<file path="src/rtl/mem_preload_if.sv">
// Command, word-stream and memory-write bundle for the burst preload controller.
// master = command/stream source; slave = the preload controller.
interface mem_preload_if #(
   parameter int unsigned DPW       = 32,
   parameter int unsigned ADW       = 32,
   parameter int unsigned NUM_TGT   = 2,
   parameter int unsigned MAX_WORDS = 1024
);
   localparam int unsigned TW = (NUM_TGT > 1) ? $clog2(NUM_TGT) : 1;
   localparam int unsigned LW = $clog2(MAX_WORDS) + 1;

   logic               cmd_valid;
   logic               cmd_ready;
   logic [TW-1:0]      cmd_tgt;
   logic [ADW-1:0]     cmd_base;
   logic [LW-1:0]      cmd_len;
   logic               s_valid;
   logic               s_ready;
   logic [DPW-1:0]     s_data;
   logic [NUM_TGT-1:0] mem_we;
   logic [ADW-1:0]     mem_addr;
   logic [DPW-1:0]     mem_wdata;

   modport master (
      output cmd_valid, cmd_tgt, cmd_base, cmd_len, s_valid, s_data,
      input  cmd_ready, s_ready, mem_we, mem_addr, mem_wdata
   );

   modport slave (
      input  cmd_valid, cmd_tgt, cmd_base, cmd_len, s_valid, s_data,
      output cmd_ready, s_ready, mem_we, mem_addr, mem_wdata
   );
endinterface

</file>
<file path="src/rtl/mem_preload_ctrl.sv">
// Burst preload controller: writes a command-described word stream into imem/dmem
// and holds the core until released. `PRELOAD_CHECKSUM_EN adds a per-burst word sum.
module mem_preload_ctrl #(
   parameter int unsigned DPW       = 32,
   parameter int unsigned ADW       = 32,
   parameter int unsigned NUM_TGT   = 2,
   parameter int unsigned MAX_WORDS = 1024
) (
   input  logic           clk,
   input  logic           arst_n,
   mem_preload_if.slave   bus,
   input  logic           go,
   output logic           core_hold,
   output logic           busy,
   output logic           done,
   output logic           err,
   output logic [DPW-1:0] checksum
);
   localparam int unsigned TW  = (NUM_TGT > 1) ? $clog2(NUM_TGT) : 1;
   localparam int unsigned LW  = $clog2(MAX_WORDS) + 1;
   localparam int unsigned INC = DPW / 8;

   typedef enum logic {S_IDLE, S_LOAD} state_t;

   state_t             state, state_nx;
   logic [TW-1:0]      tgt_q, tgt_nx;
   logic [ADW-1:0]     addr_q, addr_nx;
   logic [LW-1:0]      rem_q, rem_nx;
   logic               cmd_ready_nx, s_ready_nx, hold_nx, busy_nx, done_nx, err_nx;
   logic [NUM_TGT-1:0] we_nx;
   logic [ADW-1:0]     maddr_nx;
   logic [DPW-1:0]     wdata_nx;
   logic               len_bad, tgt_bad, cmd_bad;

   // A target index is only checkable when TW bits can encode values >= NUM_TGT.
   if ((1 << TW) == NUM_TGT) begin : g_tgt_full
      assign tgt_bad = 1'b0;
   end else begin : g_tgt_chk
      assign tgt_bad = (32'(bus.cmd_tgt) >= NUM_TGT);
   end

   assign len_bad = (bus.cmd_len == '0) || (bus.cmd_len > LW'(MAX_WORDS));
   assign cmd_bad = len_bad || tgt_bad;

   always_comb begin
      state_nx     = state;
      tgt_nx       = tgt_q;
      addr_nx      = addr_q;
      rem_nx       = rem_q;
      cmd_ready_nx = 1'b1;
      s_ready_nx   = 1'b0;
      busy_nx      = 1'b0;
      done_nx      = 1'b0;
      err_nx       = 1'b0;
      hold_nx      = core_hold;
      we_nx        = '0;
      maddr_nx     = bus.mem_addr;
      wdata_nx     = bus.mem_wdata;
      case (state)
         S_IDLE: begin
            if (bus.cmd_valid) begin
               // Command beats a simultaneous go: the core stays held.
               hold_nx = 1'b1;
               tgt_nx  = bus.cmd_tgt;
               addr_nx = bus.cmd_base;
               rem_nx  = bus.cmd_len;
               if (cmd_bad) begin
                  err_nx = 1'b1;
               end else begin
                  state_nx     = S_LOAD;
                  cmd_ready_nx = 1'b0;
                  s_ready_nx   = 1'b1;
                  busy_nx      = 1'b1;
               end
            end else if (go) begin
               hold_nx = 1'b0;
            end
         end
         S_LOAD: begin
            cmd_ready_nx = 1'b0;
            s_ready_nx   = 1'b1;
            busy_nx      = 1'b1;
            if (bus.s_valid) begin
               we_nx    = NUM_TGT'(1) << tgt_q;
               maddr_nx = addr_q;
               wdata_nx = bus.s_data;
               addr_nx  = addr_q + ADW'(INC);
               rem_nx   = rem_q - LW'(1);
               if (rem_q == LW'(1)) begin
                  state_nx     = S_IDLE;
                  cmd_ready_nx = 1'b1;
                  s_ready_nx   = 1'b0;
                  busy_nx      = 1'b0;
                  done_nx      = 1'b1;
               end
            end
         end
         default: state_nx = S_IDLE;
      endcase
   end

   always_ff @(posedge clk or negedge arst_n) begin
      if (!arst_n) begin
         state         <= S_IDLE;
         tgt_q         <= '0;
         addr_q        <= '0;
         rem_q         <= '0;
         bus.cmd_ready <= 1'b1;
         bus.s_ready   <= 1'b0;
         bus.mem_we    <= '0;
         bus.mem_addr  <= '0;
         bus.mem_wdata <= '0;
         core_hold     <= 1'b1;
         busy          <= 1'b0;
         done          <= 1'b0;
         err           <= 1'b0;
      end else begin
         state         <= state_nx;
         tgt_q         <= tgt_nx;
         addr_q        <= addr_nx;
         rem_q         <= rem_nx;
         bus.cmd_ready <= cmd_ready_nx;
         bus.s_ready   <= s_ready_nx;
         bus.mem_we    <= we_nx;
         bus.mem_addr  <= maddr_nx;
         bus.mem_wdata <= wdata_nx;
         core_hold     <= hold_nx;
         busy          <= busy_nx;
         done          <= done_nx;
         err           <= err_nx;
      end
   end

`ifdef PRELOAD_CHECKSUM_EN
   logic           sum_clr, sum_acc;
   logic [DPW-1:0] sum_q;

   assign sum_clr = (state == S_IDLE) && bus.cmd_valid && !cmd_bad;
   assign sum_acc = (state == S_LOAD) && bus.s_valid;

   // Sum lands on the same edge as the matching mem_we.
   always_ff @(posedge clk or negedge arst_n) begin
      if (!arst_n)      sum_q <= '0;
      else if (sum_clr) sum_q <= '0;
      else if (sum_acc) sum_q <= sum_q + bus.s_data;
   end
   assign checksum = sum_q;
`else
   assign checksum = '0;
`endif
endmodule

</file>
<file path="src/flat_wrapper.sv">
// flat-port wrapper written by rule: the top's interface ports become plain ports
module mem_preload_ctrl_flat 
#(
   parameter int unsigned DPW       = 32,
   parameter int unsigned ADW       = 32,
   parameter int unsigned NUM_TGT   = 2,
   parameter int unsigned MAX_WORDS = 1024
)
  (clk, arst_n, go, core_hold, busy, done, err, checksum, bus_cmd_valid, bus_cmd_tgt, bus_cmd_base, bus_cmd_len, bus_s_valid, bus_s_data, bus_cmd_ready, bus_s_ready, bus_mem_we, bus_mem_addr, bus_mem_wdata);
  mem_preload_if #(.DPW(DPW), .ADW(ADW), .NUM_TGT(NUM_TGT), .MAX_WORDS(MAX_WORDS)) bus_i ();
  input  logic clk;
  input  logic arst_n;
  input  logic go;
  output logic core_hold;
  output logic busy;
  output logic done;
  output logic err;
  output logic [DPW-1:0] checksum;
  input wire logic [$bits(bus_i.cmd_valid)-1:0] bus_cmd_valid;
  input wire logic [$bits(bus_i.cmd_tgt)-1:0] bus_cmd_tgt;
  input wire logic [$bits(bus_i.cmd_base)-1:0] bus_cmd_base;
  input wire logic [$bits(bus_i.cmd_len)-1:0] bus_cmd_len;
  input wire logic [$bits(bus_i.s_valid)-1:0] bus_s_valid;
  input wire logic [$bits(bus_i.s_data)-1:0] bus_s_data;
  output wire logic [$bits(bus_i.cmd_ready)-1:0] bus_cmd_ready;
  output wire logic [$bits(bus_i.s_ready)-1:0] bus_s_ready;
  output wire logic [$bits(bus_i.mem_we)-1:0] bus_mem_we;
  output wire logic [$bits(bus_i.mem_addr)-1:0] bus_mem_addr;
  output wire logic [$bits(bus_i.mem_wdata)-1:0] bus_mem_wdata;
  assign bus_i.cmd_valid = bus_cmd_valid;
  assign bus_i.cmd_tgt = bus_cmd_tgt;
  assign bus_i.cmd_base = bus_cmd_base;
  assign bus_i.cmd_len = bus_cmd_len;
  assign bus_i.s_valid = bus_s_valid;
  assign bus_i.s_data = bus_s_data;
  assign bus_cmd_ready = bus_i.cmd_ready;
  assign bus_s_ready = bus_i.s_ready;
  assign bus_mem_we = bus_i.mem_we;
  assign bus_mem_addr = bus_i.mem_addr;
  assign bus_mem_wdata = bus_i.mem_wdata;
  mem_preload_ctrl #(.DPW(DPW), .ADW(ADW), .NUM_TGT(NUM_TGT), .MAX_WORDS(MAX_WORDS)) u_core (.clk(clk), .arst_n(arst_n), .bus(bus_i), .go(go), .core_hold(core_hold), .busy(busy), .done(done), .err(err), .checksum(checksum));
endmodule
</file>
<file path="config.mk">
export PLATFORM = sky130hd
export DESIGN_NAME = mem_preload_ctrl_flat
export DESIGN_NICKNAME = d
export VERILOG_FILES = /design/src/rtl/mem_preload_if.sv /design/src/rtl/mem_preload_ctrl.sv /design/src/flat_wrapper.sv
export SDC_FILE = /design/constraint.sdc
export NUM_CORES = 1
export LEC_CHECK = 0
export CAP_MARGIN = 30
export CORE_ASPECT_RATIO = 0.7
export CORE_MARGIN = 3
export CORE_UTILIZATION = 47
export DETAILED_ROUTE_END_ITERATION = 10
export HOLD_SLACK_MARGIN = 0.1
export PLACE_DENSITY = 0.93
export SYNTH_ARGS = -nofsm -noshare
export SYNTH_HDL_FRONTEND = slang
export SYNTH_SLANG_ARGS = --single-unit
</file>
<file path="constraint.sdc">
create_clock -name clk -period 2.8 [get_ports clk]
set_input_delay 0.42 -clock clk [delete_from_list [all_inputs] [get_ports clk]]
set_output_delay 0.42 -clock clk [all_outputs]
set_load 0.02 [all_outputs]
</file>
* Word level (Yosys, flattened, before mapping)
Index checks and enable logic that the tools add are counted.
Cells by class: shift-type cells 1, order comparisons 1, bitwise logic cells 1, mux-type cells 23, reductions and logical operators 7, $add $sub $neg 2, eq/ne operators 3
Operator list (number):
- 2-to-1 mux 32 bit | 2
- case mux 32 bit (2 select lines) | 1
- adder 32 x 3 -> 32 bit (second input constant) | 1
- 2-to-1 mux 11 bit | 2
- case mux 11 bit (2 select lines) | 1
- 2-to-1 mux 1 bit | 13
- == test 11 x 1 -> 1 bit (second input constant) | 1
- greater-than comparator 11 bit (second input constant) | 1
- zero test 11 bit | 1
- subtractor 11 x 1 -> 11 bit (second input constant) | 1
- AND reduction 2 bit | 4
- 2-to-1 mux 2 bit | 2
- inequality test 2 bit (second input constant) | 2
- case mux 1 bit (2 select lines) | 2
- nonzero test 2 bit | 1
- left shift 1 x 1 -> 2 bit (first input constant) | 1
- logical OR 1 bit | 1
- inverter 1 bit | 1
Word-level totals: bits in registers 115, logic and storage cells 49

* Logic depth before layout (Yosys ltp)
word-level depth 5, mapped depth 6, gate-level depth less buffers 6

* Least setup slack after synthesis
Ideal clock, no wire load.
kind flip-flop to flip-flop, from reg u_core.addr_q[2], to reg u_core.addr_q[20], arrival time 1.953 ns, stages on the path, launching flop included 6, data required time 2.718 ns, library setup time 0.082 ns, slack 0.766 ns, path through dfrtp_1 ha_1 nand4_1 or4_4 or4_1 a31oi_1
On the way: word-level cells in the longest chain between the ends 3
Ends and longest elaborated chain:
- start: declaration | RTL line mem_preload_ctrl.sv:27 | logic [ADW-1:0] addr_q, addr_nx;
- start signal: assignment | RTL line mem_preload_ctrl.sv:120 | addr_q <= addr_nx;
- adder 32 x 3 -> 32 bit | RTL line mem_preload_ctrl.sv:87 | addr_nx = addr_q + ADW'(INC);
- 2-to-1 mux 32 bit | RTL line mem_preload_ctrl.sv:83 | if (bus.s_valid) begin
- case mux 32 bit (2 select lines) | RTL line mem_preload_ctrl.sv:59 | case (state)
Every way passes these cells. The select of a mux whose other input is x is not followed. A chain may end at the register's enable or synchronous reset.

* Final worst setup path
from reg u_core.addr_q[5], to reg u_core.addr_q[31]
The elaborated chain is that of the path after synthesis.

==> impl_metrics.py <==
metrics = {
    "run_status": {
        "status": "finished, final reports clean",
    },
    "pwr": {
        "cellLeakagePower_nw": 3.57,
        "powerDensity_nw_per_um2": 930,
        "ir_worst_vdd_mv": 0.523,
    },
    "sta": {
        "skew_ps": 5.50,
        "fin_crit_ps": 2220,
        "rsz0062_at_grt": "no",
        "fmax_ghz": 0.450,
        "max-slew-margin-rel": 0.571,
        "post-route-period-util": 0.794,
        "finalSetupViolations": 0,
        "hold_viol": 0,
        "drv_slew": 0,
        "fin_hold_ws_ps": 249,
        "tightest_slew_ps": 643,
        "fin_setup_tns_ps": 0,
    },
    "placed_design": {
        "io_buffer_count": 152,
        "place_congestion": 0.850,
        "dp.final_hpwl_mm": 10.4,
    },
    "layout": {
        "layout_common_cells": "nand2_1, clkdlybuf4s50_1, dfrtp_1",
        "layout_commonest_cell": "nand2_1",
        "n_antenna_cell": 0,
        "drive_above_1_share": 0.0748,
        "nFillCells": 905,
        "fin_nets": 873,
        "area_growth_pct": 39.4,
    },
    "hold_path": {
        "hp-class": "primary input to flop",
    },
    "global_route": {
        "grt_pass1_wl_mm": 25.2,
        "grt_pass1_vias": 5009,
        "antenna_found_initial": 0,
        "grt.total_usage": 0.237,
        "grt_max_degree": 74,
        "gr-total-overflow": 0,
    },
    "setup_path": {
        "r2r-start": "u_core.addr_q[5]",
        "cp_max_fo": 13,
        "crit_family": "simple AND/OR/NAND/NOR gates",
        "path_depth": 4,
        "endpoint": "u_core.addr_q[31]",
        "critPathArrivalTime_ps": 2550,
        "worst-path-buf-inv": 0,
        "ff2ff_setup_slack_ps": 580,
        "start_kind": "flop",
        "cpMaxStageDelayCell": "or4_4",
        "cp_cell_sequence": "nand4_2 -> or4_4 -> or4_1 -> a31oi_1",
        "rr_endpoint": "u_core.addr_q[31]",
        "r2r_cells": 4,
        "cp_slowest_stage_delay_ps": 660,
        "worstSetupEndpointType": "flop",
        "crit_required_ps": 3130,
        "critical_path_class": "flop to flop",
        "crit_start": "u_core.addr_q[5]",
    },
    "synth": {
        "synth_area_sq_um": 5680,
        "synth_edf_count": 0,
        "ys_seq_area_frac": 0.507,
        "syn_area_per_cell_sq_um": 8.85,
        "syn_inst": 641,
        "ys.flop_type": "dfrtp_1",
        "yosysWarningCount": 0,
        "ys_async_sr_fraction": 1.00,
        "ys_ff_latch": 115,
        "synth_cell_type_count": 49,
    },
    "clocking": {
        "insertion_delay_ps": 410,
        "clock-sinks": 115,
        "cts_buffers": 17,
        "clk_pin_slew_ps": 50,
        "ctsHoldBuffers": 1,
        "htreeDepth": 4,
        "tritoncts": "done",
        "clock_tree.buffer_depth": 2,
        "cts_resized": 0,
        "cts_setup_buffers": 0,
        "clock-root-buffer": "clkbuf_16",
    },
    "route": {
        "drc": 0,
        "avgViaCountPerCell": 5.37,
        "vias": 5129,
        "wire_per_inst_microns": 16.3,
        "ant_nets": 0,
        "postRouteWirelength_mm": 15.6,
        "drt_iter0_drc": 393,
        "first_pass_iters": 5,
    },
    "floorplan": {
        "ioPinCount": 185,
        "die_h_microns": 97.9,
        "core-area_sq_um": 11400,
        "die_w_microns": 137,
        "start_util": 0.497,
        "dieArea_sq_um": 13500,
        "rows": 32,
    },
    "job": {
        "maxCapViolCount": 0,
    },
}
[power by group]
group	total [mW]	switching, mW	internal, mW	leakage [nW]
clock	2.47	0.786	1.69	0.318
combinational	2.11	1.10	1.01	1.88
sequential	2.77	0.580	2.19	1.37
[cells by family after synthesis]
kind of cell | synth area share
AND/OR/NAND/NOR | 0.264
flip-flops | 0.507
AO/OA/AOI/OAI | 0.110
buffers and inverters | 0.0776
XOR/XNOR | 0.0247
multiplexers | 0.00882
adder cells (fa/ha/maj) | 0.00661
other | 0.000661
[state kept, by name, summed over array words and instances (netlist names)]
| signal | count |
|---|---|
| u_core.addr_q | 32 |
| u_core.bus.cmd_ready | 1 |
| u_core.bus.mem_addr | 32 |
| u_core.bus.mem_wdata | 32 |
| u_core.bus.mem_we | 2 |
| u_core.bus.s_ready | 1 |
| u_core.core_hold | 1 |
| u_core.done | 1 |
| u_core.err | 1 |
| u_core.rem_q | 11 |
| u_core.tgt_q | 1 |
[area by class of cell]
cell class	count	area [sq um]	share of cell area
clock buffers	18	439	0.0555
clock inverters	14	234	0.0296
inverters	10	37.5	0.00474
multi-input cells	478	2470	0.313
flip-flops and latches	115	2880	0.364
well taps	153	191	0.0242
repair buffers	167	1650	0.209
[routing by layer]
layer / share of wire / wire length (microns) / up-vias / global-route usage
met1: 0.44 / 6820 / 2445 / 0.325
met3: 0.092 / 1430 / 24 / 0.0711
met5: 0 / 0 / - / 0
met4: 0.015 / 230 / 0 / 0.0683
li1: - / - / 2416 / -
met2: 0.46 / 7130 / 244 / 0.365
[through the flow]
step / std cells / setup WS, ps / area [sq um] / utilization / power [mW]
global route: 955 / 511 / 7910 / 0.693 / 7.75
CTS: 955 / 601 / 7910 / 0.693 / 7.37
finish: 955 / 577 / 7910 / 0.693 / 7.36
floorplan: 672 / 766 / 5790 / - / 3.92
detailed placement: 922 / 349 / 7230 / 0.634 / 4.86
global placement: 922 / 408 / 7230 / 0.634 / 4.77
[worst min-delay path by stage]
stage                     cells after the start  slack [ps]                 endpoint                    start
after floorplan                               0         120         u_core.addr_q[0]                   arst_n
after global placement                        2         450   u_core.bus.mem_addr[1]         u_core.addr_q[1]
after detailed placement                      2         460  u_core.bus.mem_wdata[6]  u_core.bus.mem_wdata[6]
after CTS                                     2         240     u_core.bus.cmd_ready            bus_cmd_valid
after global routing                          2         270     u_core.bus.cmd_ready            bus_cmd_valid
final                                         2         250     u_core.bus.cmd_ready            bus_cmd_valid
[cells in the mapped netlist, drive strengths merged (2+ instances only)]
| cell type | instances | area (sq um) |
|---|---|---|
| nand2 | 218 | 818 |
| dfrtp | 113 | 2830 |
| buf | 46 | 315 |
| a211oi | 25 | 188 |
| clkbuf | 23 | 87.6 |
| nor2b | 23 | 144 |
| o21ai | 18 | 90.1 |
| nor2 | 15 | 56.3 |
| a21oi | 14 | 70.1 |
| a31oi | 14 | 87.6 |
| nand4 | 12 | 87.6 |
| nand3 | 10 | 50.1 |
| nor4 | 10 | 62.6 |
| or4 | 10 | 82.6 |
| xnor2 | 10 | 87.6 |
| inv | 9 | 33.8 |
| nor3 | 9 | 45.0 |
| or3 | 9 | 56.3 |
| xor2 | 6 | 52.6 |
| and3 | 5 | 31.3 |
| mux2i | 5 | 50.1 |
| o31ai | 5 | 37.5 |
| ha | 3 | 37.5 |
| o211a | 3 | 30.0 |
| a221o | 2 | 20.0 |
| a311oi | 2 | 17.5 |
| and2 | 2 | 12.5 |
| and4 | 2 | 17.5 |
| dfstp | 2 | 52.6 |
| o22ai | 2 | 12.5 |
No activity file was read; power rests on OpenSTA's default activity.
